<file path="config.mk">
export PLATFORM = sky130hd
export DESIGN_NAME = uart_txn_arbiter
export DESIGN_NICKNAME = d
export VERILOG_FILES = /design/src/rtl/uart_txn_arbiter.sv
export SDC_FILE = /design/constraint.sdc
export NUM_CORES = 1
export LEC_CHECK = 0
export CORE_AREA = 8 8 182 184
export CTS_BUF_LIST = sky130_fd_sc_hd__clkbuf_8
export CTS_CLUSTER_SIZE = 30
export DETAILED_ROUTE_END_ITERATION = 16
export DIE_AREA = 0 0 190 192
export HOLD_SLACK_MARGIN = 0.1
export PLACE_DENSITY_LB_ADDON = 0.1
export SYNTH_ARGS = -nofsm -noshare
export SYNTH_HDL_FRONTEND = slang
export SYNTH_SLANG_ARGS = --single-unit
</file>
<file path="constraint.sdc">
create_clock -name clk -period 3.5 [get_ports clk]
set_clock_uncertainty 0.2 [all_clocks]
set_input_delay 0.35 -clock clk [delete_from_list [all_inputs] [get_ports clk]]
set_output_delay 0.35 -clock clk [all_outputs]
set_load 0.1 [all_outputs]
</file>
<file path="src/rtl/uart_txn_arbiter.sv">
// Round-robin request/response scheduler sharing one 64-bit UART word channel.
// One transaction in flight: grant, forward command, await reply or timeout, return reply.
module uart_txn_arbiter #(
  parameter int unsigned N_REQ          = 4,
  parameter int unsigned TIMEOUT_CYCLES = 4000000,
  parameter int unsigned IDW            = $clog2(N_REQ)
) (
  input  logic                 clk,
  input  logic                 rst,
  input  logic [N_REQ*64-1:0]  req_tdata,
  input  logic [N_REQ-1:0]     req_tvalid,
  output logic [N_REQ-1:0]     req_tready,
  output logic [63:0]          rsp_tdata,
  output logic                 rsp_terr,
  output logic [N_REQ-1:0]     rsp_tvalid,
  input  logic [N_REQ-1:0]     rsp_tready,
  output logic [63:0]          u_tx_tdata,
  output logic                 u_tx_tvalid,
  input  logic                 u_tx_tready,
  input  logic [63:0]          u_rx_tdata,
  input  logic                 u_rx_tvalid,
  output logic                 u_rx_tready,
  output logic                 busy,
  output logic [IDW-1:0]       grant_id,
  output logic [15:0]          drop_count
);

  typedef enum logic [1:0] {IDLE, SEND, WAIT, RESP} state_t;

  localparam logic [31:0]    TMO_LAST   = 32'(TIMEOUT_CYCLES - 1);
  localparam logic [IDW-1:0] LAST_INDEX = IDW'(N_REQ - 1);

  state_t         state, state_nxt;
  logic [IDW-1:0] last_grant;
  logic [31:0]    timer;
  logic [63:0]    rsp_buf;
  logic           rsp_err;
  logic [63:0]    req_word [N_REQ];
  logic           win_found;
  logic [IDW-1:0] win_idx;
  logic [IDW-1:0] cand;
  logic           tx_fire;
  logic           rx_fire;
  logic           timeout_hit;

  always_comb begin
    for (int unsigned i = 0; i < N_REQ; i++) begin
      req_word[i] = req_tdata[64*i +: 64];
    end
  end

  // Rotating priority: the candidate right after last_grant is checked first.
  always_comb begin
    win_found = 1'b0;
    win_idx   = '0;
    cand      = '0;
    for (int unsigned k = 1; k <= N_REQ; k++) begin
      cand = IDW'((32'(last_grant) + k) % N_REQ);
      if (!win_found && req_tvalid[cand]) begin
        win_found = 1'b1;
        win_idx   = cand;
      end
    end
  end

  assign tx_fire     = (state == SEND) && req_tvalid[grant_id] && u_tx_tready;
  assign rx_fire     = u_rx_tvalid && u_rx_tready;
  assign timeout_hit = (timer == TMO_LAST);

  always_ff @(posedge clk) begin
    if (rst) state <= IDLE;
    else     state <= state_nxt;
  end

  always_comb begin
    state_nxt = state;
    case (state)
      IDLE: if (win_found) state_nxt = SEND;
      SEND: if (tx_fire) state_nxt = WAIT;
      WAIT: if (u_rx_tvalid || timeout_hit) state_nxt = RESP;
      RESP: if (rsp_tready[grant_id]) state_nxt = IDLE;
      default: state_nxt = IDLE;
    endcase
  end

  always_comb begin
    req_tready  = '0;
    rsp_tvalid  = '0;
    u_tx_tvalid = 1'b0;
    u_rx_tready = 1'b1;
    case (state)
      SEND: begin
        u_tx_tvalid          = req_tvalid[grant_id];
        req_tready[grant_id] = u_tx_tready;
      end
      RESP: begin
        rsp_tvalid[grant_id] = 1'b1;
        u_rx_tready          = 1'b0;
      end
      default: ;
    endcase
  end

  assign u_tx_tdata = req_word[grant_id];
  assign rsp_tdata  = rsp_buf;
  assign rsp_terr   = rsp_err;
  assign busy       = (state != IDLE);

  always_ff @(posedge clk) begin
    if (rst) begin
      grant_id   <= LAST_INDEX;
      last_grant <= LAST_INDEX;
      timer      <= '0;
      rsp_buf    <= '0;
      rsp_err    <= 1'b0;
      drop_count <= '0;
    end else begin
      case (state)
        IDLE: if (win_found) grant_id <= win_idx;
        SEND: if (tx_fire) timer <= '0;
        WAIT: begin
          timer <= timer + 32'd1;
          if (u_rx_tvalid) begin
            rsp_buf <= u_rx_tdata;
            rsp_err <= 1'b0;
          end else if (timeout_hit) begin
            rsp_buf <= '0;
            rsp_err <= 1'b1;
          end
        end
        RESP: if (rsp_tready[grant_id]) last_grant <= grant_id;
        default: ;
      endcase
      // Replies outside WAIT (late, unsolicited, or for an abandoned command) are discarded.
      if (rx_fire && (state != WAIT) && (drop_count != '1))
        drop_count <= drop_count + 16'd1;
    end
  end

endmodule

</file>
## Word level (Yosys, flattened, before mapping)

Index checks and enable logic that the tools add are counted.
Widths: inputs -> output; s select.

- Register bits: 119
- Output and inout bits: 158
- Logic and storage cells: 94

- $add $sub $neg: 6
- Order comparisons: 7
- Equality and inequality tests: 10
- Multiplexer cells: 40
- Bitwise gates (word level): 2
- Reduce and logical (&&, ||, !) cells: 22

Operators with widths:

| kind | number |
|---|---|
| $mux 64 | 4 |
| $bmux 64 s2 | 1 |
| $pmux 32 s2 | 1 |
| $add 32x1->32 const B | 1 |
| $eq 32x22->1 const B | 1 |
| $mux 32 | 1 |
| $add 16x1->16 const B | 1 |
| $mux 2 | 8 |
| $ne 16x16->1 const B | 1 |
| $lt 2x3->1 const B | 5 |
| $mux 1 | 15 |
| $bmux 1 s2 | 6 |
| $ne 2x2->1 const B | 5 |
| $logic_and 1x1->1 | 9 |
| $mux 4 | 2 |
| $pmux 2 s4 | 1 |
| $reduce_and 2->1 | 4 |
| $reduce_bool 2->1 | 3 |
| $add 2x1->2 const B | 2 |
| $add 2x2->2 const B | 2 |
| $and 4x4->4 | 1 |
| $eq 2x2->1 const B | 2 |
| $reduce_and 4->1 | 1 |
| $ge 3x3->1 const B | 1 |
| other kinds (7) | 9 |

## Logic depth before layout (Yosys ltp)

Gate-level depths: netlist of run 1.

- Depth after elaboration: 15
- Gate-level depth with buffers: 10
- Mapped depth without buffers: 7

## Worst setup path after synthesis of run 1

No wires, ideal clock.

- Kind: register -> output
- Start point: register grant_id[0]
- End point: output port req_tready[1]
- Data arrival time: 3.899 ns
- Data required time: 2.950 ns
- Setup slack: -0.949 ns
- Stages on the path, launching flop included: 5
- Buffers on the path: 2
- Cells stage by stage: dfxtp_1 -> buf_2 -> buf_1 -> inv_1 -> nor3_1

- Longest elaborated chain between the ends: 6
- Elaborated cells between the ends (all ways): 7
- Those cells by class: order compare: 2; mux: 3; bitwise: 1; reduce/logical: 1

RTL lines:

| element | RTL line | text |
|---|---|---|
| start, declared | 24 | `output logic [IDW-1:0] grant_id,` |
| start signal, assigned | 119 | `IDLE: if (win_found) grant_id <= win_idx;` |
| $lt 2x3->1 (not written as such) / $ge 2x1->1 (equally long branches) | 94 | `req_tready[grant_id] = u_tx_tready;` |
| $logic_and 1x1->1 (not written as such) | 94 |  |
| $mux 1 (not written as such) | 94 |  |
| $demux 1 s2 (*) | 94 |  |
| $and 4x4->4 (no line) (*) | - |  |
| $mux 4 (*) | 91 | `case (state)` |
| end, declared | 12 | `output logic [N_REQ-1:0] req_tready,` |

Mark *: on every way between the ends. The rest lies on a longest branch, timed or not.

## Final worst setup path of run 1

- Start point: register grant_id[1]
- End point: output port req_tready[3]

The elaborated chain is that of the path after synthesis.

==> flow_metrics.env, run 1 <==
export IMPL_start_util=0.209
export IMPL_final_cell_mix="402 x clkdlybuf4s50_1, 117 x dfxtp_1, 93 x buf_4"
export IMPL_ys_warn_count=0
export IMPL_grt_pass1_wl_um=52800
export IMPL_cts_tree="done"
export IMPL_grt_use_total=0.202
export IMPL_routed_via_count=6882
export IMPL_top_layer="met5"
export IMPL_fin_area_um2=11800
export IMPL_syn_avg_cell_area_um2=11.1
export IMPL_h_tree_depth=4
export IMPL_r2r_cells=7
export IMPL_arrival_ns=2.43
export IMPL_worstSetupPathType="reg -> out"
export IMPL_p_total_mw=8.49
export IMPL_die_y_um=192
export IMPL_fin_util=0.392
export IMPL_drv_cap=0
export IMPL_dieArea_um2=36500
export IMPL_drc=0
export IMPL_setup_violations=0
export IMPL_synth_edf_count=0
export IMPL_hp_start="rsp_tdata[29]"
export IMPL_die_w_um=190
export IMPL_finalCritPeriodShare=0.850
export IMPL_layout_nets=1383
export IMPL_cts_hold_buf=0
export IMPL_grt_overflow=0
export IMPL_tightest_slew_ns=1.10
export IMPL_ant_nets=0
export IMPL_clkLatencyLatePin_ns=0.43
export IMPL_dp_hpwl_um=32100
export IMPL_dp_cells=1422
export IMPL_crit_top_cell="buf_4"
export IMPL_clock_root_buffer="clkbuf_8"
export IMPL_slowest_stage="buf_4"
export IMPL_p_leak_nw=4.34
export IMPL_r2r_end="rsp_tdata[31]"
export IMPL_synth_top_area_share=0.377
export IMPL_worstReg2RegStart="timer[0]"
export IMPL_p_switching_mw=4.77
export IMPL_drive_gt1_frac=0.198
export IMPL_post_cts_buffers=0
export IMPL_fillers=2972
export IMPL_setup_tns_ns=0
export IMPL_rows=64
export IMPL_dr_pass1_iters=4
export IMPL_fmax_mhz=336
export IMPL_synth_area_um2=6320
export IMPL_period_needed_ns=2.98
export IMPL_cellInternalPower_mw=3.72
export IMPL_path_buf_inv=2
export IMPL_hold_viol=0
export IMPL_synth_cell_types=54
export IMPL_layout_cells_most_common="clkdlybuf4s50_1"
export IMPL_rsz0062_at_grt="no"
export IMPL_r2r_slack_ns=0.83
export IMPL_power_frac_clock=0.157
export IMPL_gp_congestion=0.879
export IMPL_met1_length_um=15500
export IMPL_layoutNonFillerInstCount=1455
export IMPL_initialDrtViolationCount=316
export IMPL_clock_path_buffers=2
export IMPL_seqPwrFrac=0.183
export IMPL_io_pins=490
export IMPL_post_place_ws_ns=0.607
export IMPL_synthFlopType="dfxtp_1"
export IMPL_synth_area_leaders="dfxtp_1 38%, mux4_2 23%, a22o_1 8.9%"
export IMPL_holdCritPathClass="reg -> reg"
export IMPL_clkSlewWorstSetupHoldPaths_ns=0.07
export IMPL_ys_ff_latch=119
export IMPL_synth_async_reset_ratio=0
export IMPL_io_buffers=489
export IMPL_switching_share=0.562
export IMPL_critical_path_max_stage_delay_ns=0.75
export IMPL_multi_input_area_um2=3720
export IMPL_status="finished clean"
export IMPL_critPathMaxFanout=73
export IMPL_cts_sinks=119
export IMPL_routedWlPerCell_um=26.3
export IMPL_end_kind="output pin"
export IMPL_dr_wl_met3_um=3630
export IMPL_synth_area_leader_cell="dfxtp_1"
export IMPL_place_area_um2=11400
export IMPL_cts_buffers=17
export IMPL_totalWireLength_um=38200
export IMPL_routed_wl_met2_um=17900
export IMPL_seq_area_frac_synth=0.377
export IMPL_core_area_um2=30200
export IMPL_synthCells=570
export IMPL_ir_drop_mv=0.277
export IMPL_grt_max_degree=74
export IMPL_min_path_cells=1
export IMPL_first_global_vias=7138
export IMPL_register_area_um2=2390
export IMPL_fin_ws_ns=0.524
export IMPL_routed_via_density=4.73
export IMPL_holdWs_ns=0.274
export IMPL_relSlewSlack=0.265
export IMPL_report_final_slew_viol_count=0
export IMPL_hold_path_endpoint="rsp_tdata[29]"
export IMPL_combPwrFrac=0.660
export IMPL_cts_resized=0
export IMPL_antenna_found_initial=6
export IMPL_cp_top_family="buffers and inverters"
export IMPL_syn2layout_area_growth_pct=87.3
export IMPL_critPathLaunchType="register"
export IMPL_required_ns=2.95
export IMPL_power_density_nw_per_um2=717
export IMPL_syn_nets=908
export IMPL_crit_chain="buf_4, nand3_1, nor2_1, buf_4"
[state kept, by name (all words and copies together), names as in the netlist]
| signal | count |
|---|---|
| drop_count | 16 |
| grant_id | 2 |
| last_grant | 2 |
| rsp_tdata | 64 |
| rsp_terr | 1 |
| state | 2 |
| timer | 32 |
[layer usage]
layer,vias to the layer above,GRT usage
met4,6,0.0725
met1,3303,0.233
li1,3195,-
met3,43,0.0802
met2,335,0.334
met5,-,0
[cell families (layout without fill, tap and decap cells)]
kind of cell,after synthesis,count (layout),synth area share
compound gates,130,130,0.156
xor+xnor,27,27,0.0374
fa+ha+maj,6,6,0.0119
buf+inv,56,544,0.0394
flops,119,119,0.377
mux,70,70,0.240
other cells,0,1,0
simple gates,162,162,0.137
[power by group through the flow]
stage          registers [mW]  clock network [mW]  logic (mW)
2_1_floorplan            2.08                   0        3.57
3_3_place_gp             1.59                   0        5.68
3_5_place_dp             1.58                   0        5.68
4_1_cts                  1.56                1.38        5.69
5_1_grt                  1.57                1.44        5.78
6_report                 1.55                1.34        5.60
[worst max path at each step]
stage | startpoint | end | slack (ns) | cells after the start
after floorplan | grant_id[1] | req_tready[2] | -0.38 | 5
after global placement | req_tvalid[0] | timer[29] | 0.63 | 6
after detailed placement | req_tvalid[0] | timer[31] | 0.61 | 6
after CTS | grant_id[1] | req_tready[3] | 0.42 | 4
after global routing | grant_id[1] | req_tready[3] | 0.33 | 4
final | grant_id[1] | req_tready[3] | 0.52 | 4
[Yosys cell counts, types with 13 or more instances]
cell / number
nand2_1: 19
inv_1: 16
or3_1: 13
o21ai_0: 21
a22o_1: 64
dfxtp_1: 119
mux4_2: 65
xor2_1: 15
nor2_1: 44
a21oi_1: 19
buf_2: 15
clkbuf_1: 18
nand3_1: 20
nand4_1: 13
[cell type report]
class | instances | area share
antenna | 1 | 0.000211
clock buffer | 20 | 0.0233
timing repair buffer | 496 | 0.401
multi-input combinational | 395 | 0.314
tap | 396 | 0.0419
sequential | 119 | 0.202
inverter | 16 | 0.00508
clock inverter | 12 | 0.0127
Power figures use the tool's default switching activity.
==> run 2, diff against run 1 <==
--- a/config.mk
+++ b/config.mk
@@ -6,11 +6,12 @@
 export NUM_CORES = 1
 export LEC_CHECK = 0
 export CORE_AREA = 8 8 182 184
-export CTS_BUF_LIST = sky130_fd_sc_hd__clkbuf_8
+export CTS_BUF_LIST = sky130_fd_sc_hd__clkbuf_2 sky130_fd_sc_hd__clkbuf_4 sky130_fd_sc_hd__clkbuf_8
 export CTS_CLUSTER_SIZE = 30
 export DETAILED_ROUTE_END_ITERATION = 16
 export DIE_AREA = 0 0 190 192
 export HOLD_SLACK_MARGIN = 0.1
+export MAX_ROUTING_LAYER = met4
 export PLACE_DENSITY_LB_ADDON = 0.1
 export SYNTH_ARGS = -nofsm -noshare
 export SYNTH_HDL_FRONTEND = slang
==> run 2 against run 1 <==
Register-to-register slack barely moved. Clock power hardly changed. Via count is 0.19% higher. Flip-flop and latch count unchanged. Sequential share of layout area hardly changed. Worst setup slack lost 0.028 ns. Die area stayed put. Fmax fell by 0.93%. Count of clock-buffer cells in the layout is the same. Routed wire length barely moved. Critical endpoint is now u_tx_tdata[51]. Largest cell class unchanged. Highest routed layer is now met4.
==> flow_metrics.env, run 2 (synthesis results as in run 1) <==
export IMPL_drive_gt1_frac=0.198
export IMPL_start_util=0.209
export IMPL_drv_cap=0
export IMPL_antenna_found_initial=4
export IMPL_clkLatencyLatePin_ns=0.43
export IMPL_clock_path_buffers=2
export IMPL_io_pins=490
export IMPL_grt_use_met2=0.348
export IMPL_post_cts_buffers=0
export IMPL_ant_nets=0
export IMPL_post_place_ws_ns=0.607
export IMPL_routed_via_count=6895
export IMPL_crit_chain="buf_4, mux4_2, buf_4"
export IMPL_drc=0
export IMPL_holdCritPathClass="reg -> reg"
export IMPL_grtUsageMet1=0.247
export IMPL_relSlewSlack=0.265
export IMPL_dp_hpwl_um=32100
export IMPL_dr_pass1_iters=5
export IMPL_register_area_um2=2390
export IMPL_busiest_layer="met2"
export IMPL_cts_tree="done"
export IMPL_grt_pass1_wl_um=53100
export IMPL_status="finished clean"
export IMPL_combPwrFrac=0.660
export IMPL_dieArea_um2=36500
export IMPL_critical_path_max_stage_delay_ns=0.76
export IMPL_io_buffers=489
export IMPL_grt_use_total=0.208
export IMPL_cellInternalPower_mw=3.72
export IMPL_report_final_slew_viol_count=0
export IMPL_p_leak_nw=4.34
export IMPL_critPathLaunchType="register"
export IMPL_use_met3=0.0583
export IMPL_clock_root_buffer="clkbuf_8"
export IMPL_layout_cells_most_common="clkdlybuf4s50_1"
export IMPL_power_frac_clock=0.157
export IMPL_cts_sinks=119
export IMPL_multi_input_area_um2=3720
export IMPL_rows=64
export IMPL_fmax_mhz=333
export IMPL_grt_overflow=0
export IMPL_finalCritPeriodShare=0.858
export IMPL_fin_ws_ns=0.496
export IMPL_critPathMaxFanout=73
export IMPL_first_global_vias=7146
export IMPL_seqPwrFrac=0.183
export IMPL_setup_violations=0
export IMPL_worstSetupPathType="reg -> out"
export IMPL_cts_resized=0
export IMPL_gp_congestion=0.894
export IMPL_period_needed_ns=3.00
export IMPL_crit_top_cell="buf_4"
export IMPL_h_tree_depth=4
export IMPL_cts_hold_buf=0
export IMPL_ir_drop_mv=0.277
export IMPL_required_ns=2.95
export IMPL_end_kind="output pin"
export IMPL_die_y_um=192
export IMPL_routed_via_density=4.74
export IMPL_grt_max_degree=74
export IMPL_clkSlewWorstSetupHoldPaths_ns=0.07
export IMPL_fillers=2975
export IMPL_switching_share=0.562
export IMPL_routedWlPerCell_um=26.2
export IMPL_final_cell_mix="402 x clkdlybuf4s50_1, 117 x dfxtp_1, 93 x buf_4"
export IMPL_arrival_ns=2.45
export IMPL_die_w_um=190
export IMPL_rsz0062_at_grt="no"
export IMPL_tightest_slew_ns=1.10
export IMPL_initialDrtViolationCount=359
export IMPL_largest_reg_flops=64
export IMPL_core_area_um2=30200
export IMPL_cts_buffers=17
export IMPL_power_density_nw_per_um2=718
export IMPL_fin_util=0.392
export IMPL_slowest_stage="buf_4"
export IMPL_hold_viol=0
export IMPL_layout_nets=1383
export IMPL_syn2layout_area_growth_pct=87.3
export IMPL_p_switching_mw=4.77
export IMPL_totalWireLength_um=38200
[run 2: changes by cell type in the layout (fill, tap and decap cells not counted)]
| cell | before | now |
|---|---|---|
| diode_2 | 1 | 2 |
[run 2: power by group through the flow]
stage / Combinational (mW) / Sequential [mW] / Clock, mW
final: 5.60 / 1.55 / 1.34
after detailed placement: 5.68 / 1.58 / 0
after floorplan: 3.57 / 2.08 / 0
after global routing: 5.78 / 1.57 / 1.44
after CTS: 5.69 / 1.56 / 1.38
after global placement: 5.68 / 1.59 / 0
[run 2: layout make-up]
class	count	area share
Inverter	16	0.00507
Clock buffer	20	0.0233
Antenna cell	2	0.000423
Timing Repair Buffer	496	0.401
Clock inverter	12	0.0127
Tap cell	396	0.0419
Sequential cell	119	0.202
Multi-Input combinational cell	395	0.314
[run 2: worst paths after layout]
path | slack [ns] | from | depth (start not counted) | endpoint
worst max-delay path | 0.50 | grant_id[1] | 3 | u_tx_tdata[51]
worst min-delay path | 0.27 | rsp_tdata[29] | 1 | rsp_tdata[29]
worst max register to register | 0.83 | timer[0] | 7 | rsp_tdata[31]
worst min register to register | 0.27 | rsp_tdata[29] | 1 | rsp_tdata[29]
[run 2: routing by layer]
layer / vias to the layer above / routed length (um)
met1: 3376 / 16200
met4: 0 / 326
met2: 312 / 18800
met5: - / 0
met3: 13 / 2800
li1: 3194 / -
[run 2: stage by stage]
stage	std cells	instance area (um2)	power [mW]	hold WS [ns]	setup TNS, ns
after floorplan	570	6330	5.65	0.252	-0.901
after global placement	1422	11400	7.27	0.256	0
after detailed placement	1422	11400	7.26	0.253	0
after CTS	1454	11800	8.63	0.270	0
after global routing	1456	11800	8.79	0.276	0
final	1456	11800	8.49	0.274	0
[run 2: worst max-delay path: cells and delay by family (launching register included)]
family,cells,cell delay [ns]
buf+inv,2,1.11
mux,1,0.43
flops,1,0.35
==> run 3, diff against run 2 <==
--- a/config.mk
+++ b/config.mk
@@ -5,11 +5,11 @@
 export SDC_FILE = /design/constraint.sdc
 export NUM_CORES = 1
 export LEC_CHECK = 0
-export CORE_AREA = 8 8 182 184
+export CORE_AREA = 8 8 185 187
 export CTS_BUF_LIST = sky130_fd_sc_hd__clkbuf_2 sky130_fd_sc_hd__clkbuf_4 sky130_fd_sc_hd__clkbuf_8
 export CTS_CLUSTER_SIZE = 30
 export DETAILED_ROUTE_END_ITERATION = 16
-export DIE_AREA = 0 0 190 192
+export DIE_AREA = 0 0 193 195
 export HOLD_SLACK_MARGIN = 0.1
 export MAX_ROUTING_LAYER = met4
 export PLACE_DENSITY_LB_ADDON = 0.1
==> run 3 against run 2 <==
Worst setup slack better by 0.28 ns. Count of clock-buffer cells in the layout fell by 3. Combinational power about the same. Clock power shrank 9.7%. Global-route usage up 0.30 points. Power fell by 1.9%. Die area increased by 3.2%. Critical path depth is the same.
==> flow_metrics.env, run 3 (synthesis results as in run 1) <==
export IMPL_status="finished clean"
export IMPL_grt_overflow=0
export IMPL_crit_chain="buf_4, mux4_2, buf_4"
export IMPL_tightest_slew_ns=1.17
export IMPL_period_needed_ns=2.73
export IMPL_clock_path_buffers=2
export IMPL_power_density_nw_per_um2=704
export IMPL_cp_top_family="buffers and inverters"
export IMPL_setup_violations=0
export IMPL_fmax_mhz=367
export IMPL_worstReg2RegStart="timer[0]"
export IMPL_switching_share=0.574
export IMPL_post_cts_buffers=0
export IMPL_place_area_um2=11400
export IMPL_ant_nets=0
export IMPL_drv_cap=0
export IMPL_antenna_found_initial=11
export IMPL_die_w_um=193
export IMPL_drive_gt1_frac=0.196
export IMPL_layout_cells_most_common="clkdlybuf4s50_1"
export IMPL_layoutNonFillerInstCount=1468
export IMPL_required_ns=2.95
export IMPL_core_area_um2=31200
export IMPL_drc=0
export IMPL_dp_cells=1430
export IMPL_min_path_cells=1
export IMPL_crit_top_cell="buf_4"
export IMPL_cts_tree="done"
export IMPL_syn2layout_area_growth_pct=87.4
export IMPL_grt_use_total=0.211
export IMPL_slowest_stage="dfxtp_4"
export IMPL_layout_nets=1385
export IMPL_hold_path_endpoint="rsp_tdata[32]"
export IMPL_power_frac_clock=0.145
export IMPL_cts_sinks=119
export IMPL_clkLatencyLatePin_ns=0.43
export IMPL_fin_util=0.379
export IMPL_initialDrtViolationCount=407
export IMPL_ir_drop_mv=0.295
export IMPL_grt_max_degree=65
export IMPL_routed_wl_met2_um=18500
export IMPL_critPathMaxFanout=29
export IMPL_cts_buffers=17
export IMPL_cellInternalPower_mw=3.55
export IMPL_fin_ws_ns=0.773
export IMPL_routed_via_count=6971
export IMPL_final_cell_mix="405 x clkdlybuf4s50_1, 117 x dfxtp_1, 91 x buf_4"
export IMPL_io_buffers=489
export IMPL_path_buf_inv=2
export IMPL_p_total_mw=8.34
export IMPL_relSlewSlack=0.222
export IMPL_report_final_slew_viol_count=0
export IMPL_dr_pass1_iters=4
export IMPL_fin_area_um2=11800
export IMPL_rsz0062_at_grt="no"
export IMPL_dr_wl_met3_um=4160
export IMPL_r2r_cells=7
export IMPL_dieArea_um2=37600
export IMPL_rows=65
export IMPL_io_pins=490
export IMPL_largest_reg_flops=64
export IMPL_post_place_ws_ns=0.588
export IMPL_cts_resized=0
export IMPL_p_leak_nw=4.32
export IMPL_clkSlewWorstSetupHoldPaths_ns=0.08
export IMPL_r2r_slack_ns=0.79
export IMPL_cts_hold_buf=0
export IMPL_die_y_um=195
export IMPL_fillers=3116
export IMPL_routedWlPerCell_um=27.4
export IMPL_gp_congestion=0.881
export IMPL_met1_length_um=17100
export IMPL_dp_hpwl_um=33700
export IMPL_arrival_ns=2.18
export IMPL_h_tree_depth=4
export IMPL_hp_start="rsp_tdata[32]"
export IMPL_grt_pass1_wl_um=55100
export IMPL_top_layer="met4"
export IMPL_critPathLaunchType="register"
export IMPL_end_kind="output pin"
export IMPL_critical_path_max_stage_delay_ns=0.53
export IMPL_finalCritPeriodShare=0.779
export IMPL_hold_viol=0
export IMPL_first_global_vias=7402
export IMPL_start_util=0.202
export IMPL_combPwrFrac=0.668
export IMPL_worstSetupPathType="reg -> out"
export IMPL_totalWireLength_um=40200
export IMPL_clock_root_buffer="clkbuf_8"
export IMPL_seqPwrFrac=0.187
export IMPL_routed_via_density=4.75
export IMPL_holdCritPathClass="reg -> reg"
export IMPL_p_switching_mw=4.79
export IMPL_r2r_end="rsp_tdata[23]"
-- run 3: power groups by stage --
stage / logic (mW) / clock network, mW / registers, mW
after CTS: 5.61 / 1.27 / 1.56
after floorplan: 3.57 / 0 / 2.08
after global placement: 5.60 / 0 / 1.59
final: 5.57 / 1.21 / 1.56
after global routing: 5.72 / 1.33 / 1.57
after detailed placement: 5.59 / 0 / 1.58
-- run 3: layout make-up --
type | instances | area [um2] | area share
Multi-Input combinational cell | 395 | 3720 | 0.314
Inverter | 16 | 60.1 | 0.00507
Clock inverter | 14 | 138 | 0.0116
Clock buffer | 17 | 234 | 0.0198
Antenna cell | 7 | 17.5 | 0.00148
Sequential cell | 119 | 2390 | 0.202
Tap cell | 402 | 503 | 0.0425
Timing Repair Buffer | 498 | 4780 | 0.404
-- run 3: through the flow --
stage / TNS [ns] / hold WS, ns
4_1_cts: 0 / 0.259
3_5_place_dp: 0 / 0.254
5_1_grt: 0 / 0.262
3_3_place_gp: 0 / 0.255
2_1_floorplan: -0.901 / 0.252
6_report: 0 / 0.278
-- run 3: per-layer routing --
| layer | vias to the layer above | track usage |
|---|---|---|
| met3 | 20 | 0.0704 |
| li1 | 3202 | - |
| met2 | 358 | 0.329 |
| met5 | - | - |
| met4 | 0 | 0.0450 |
| met1 | 3391 | 0.261 |
-- run 3: how the worst max path moves through the flow --
stage | start | end | slack, ns | cells past startpoint
floorplan | grant_id[1] | req_tready[2] | -0.38 | 5
global placement | req_tvalid[2] | timer[31] | 0.65 | 6
detailed placement | req_tvalid[2] | timer[29] | 0.59 | 6
CTS | grant_id[1] | u_tx_tdata[42] | 0.73 | 3
global route | timer[0] | rsp_tdata[6] | 0.58 | 7
finish | grant_id[1] | u_tx_tdata[42] | 0.77 | 3
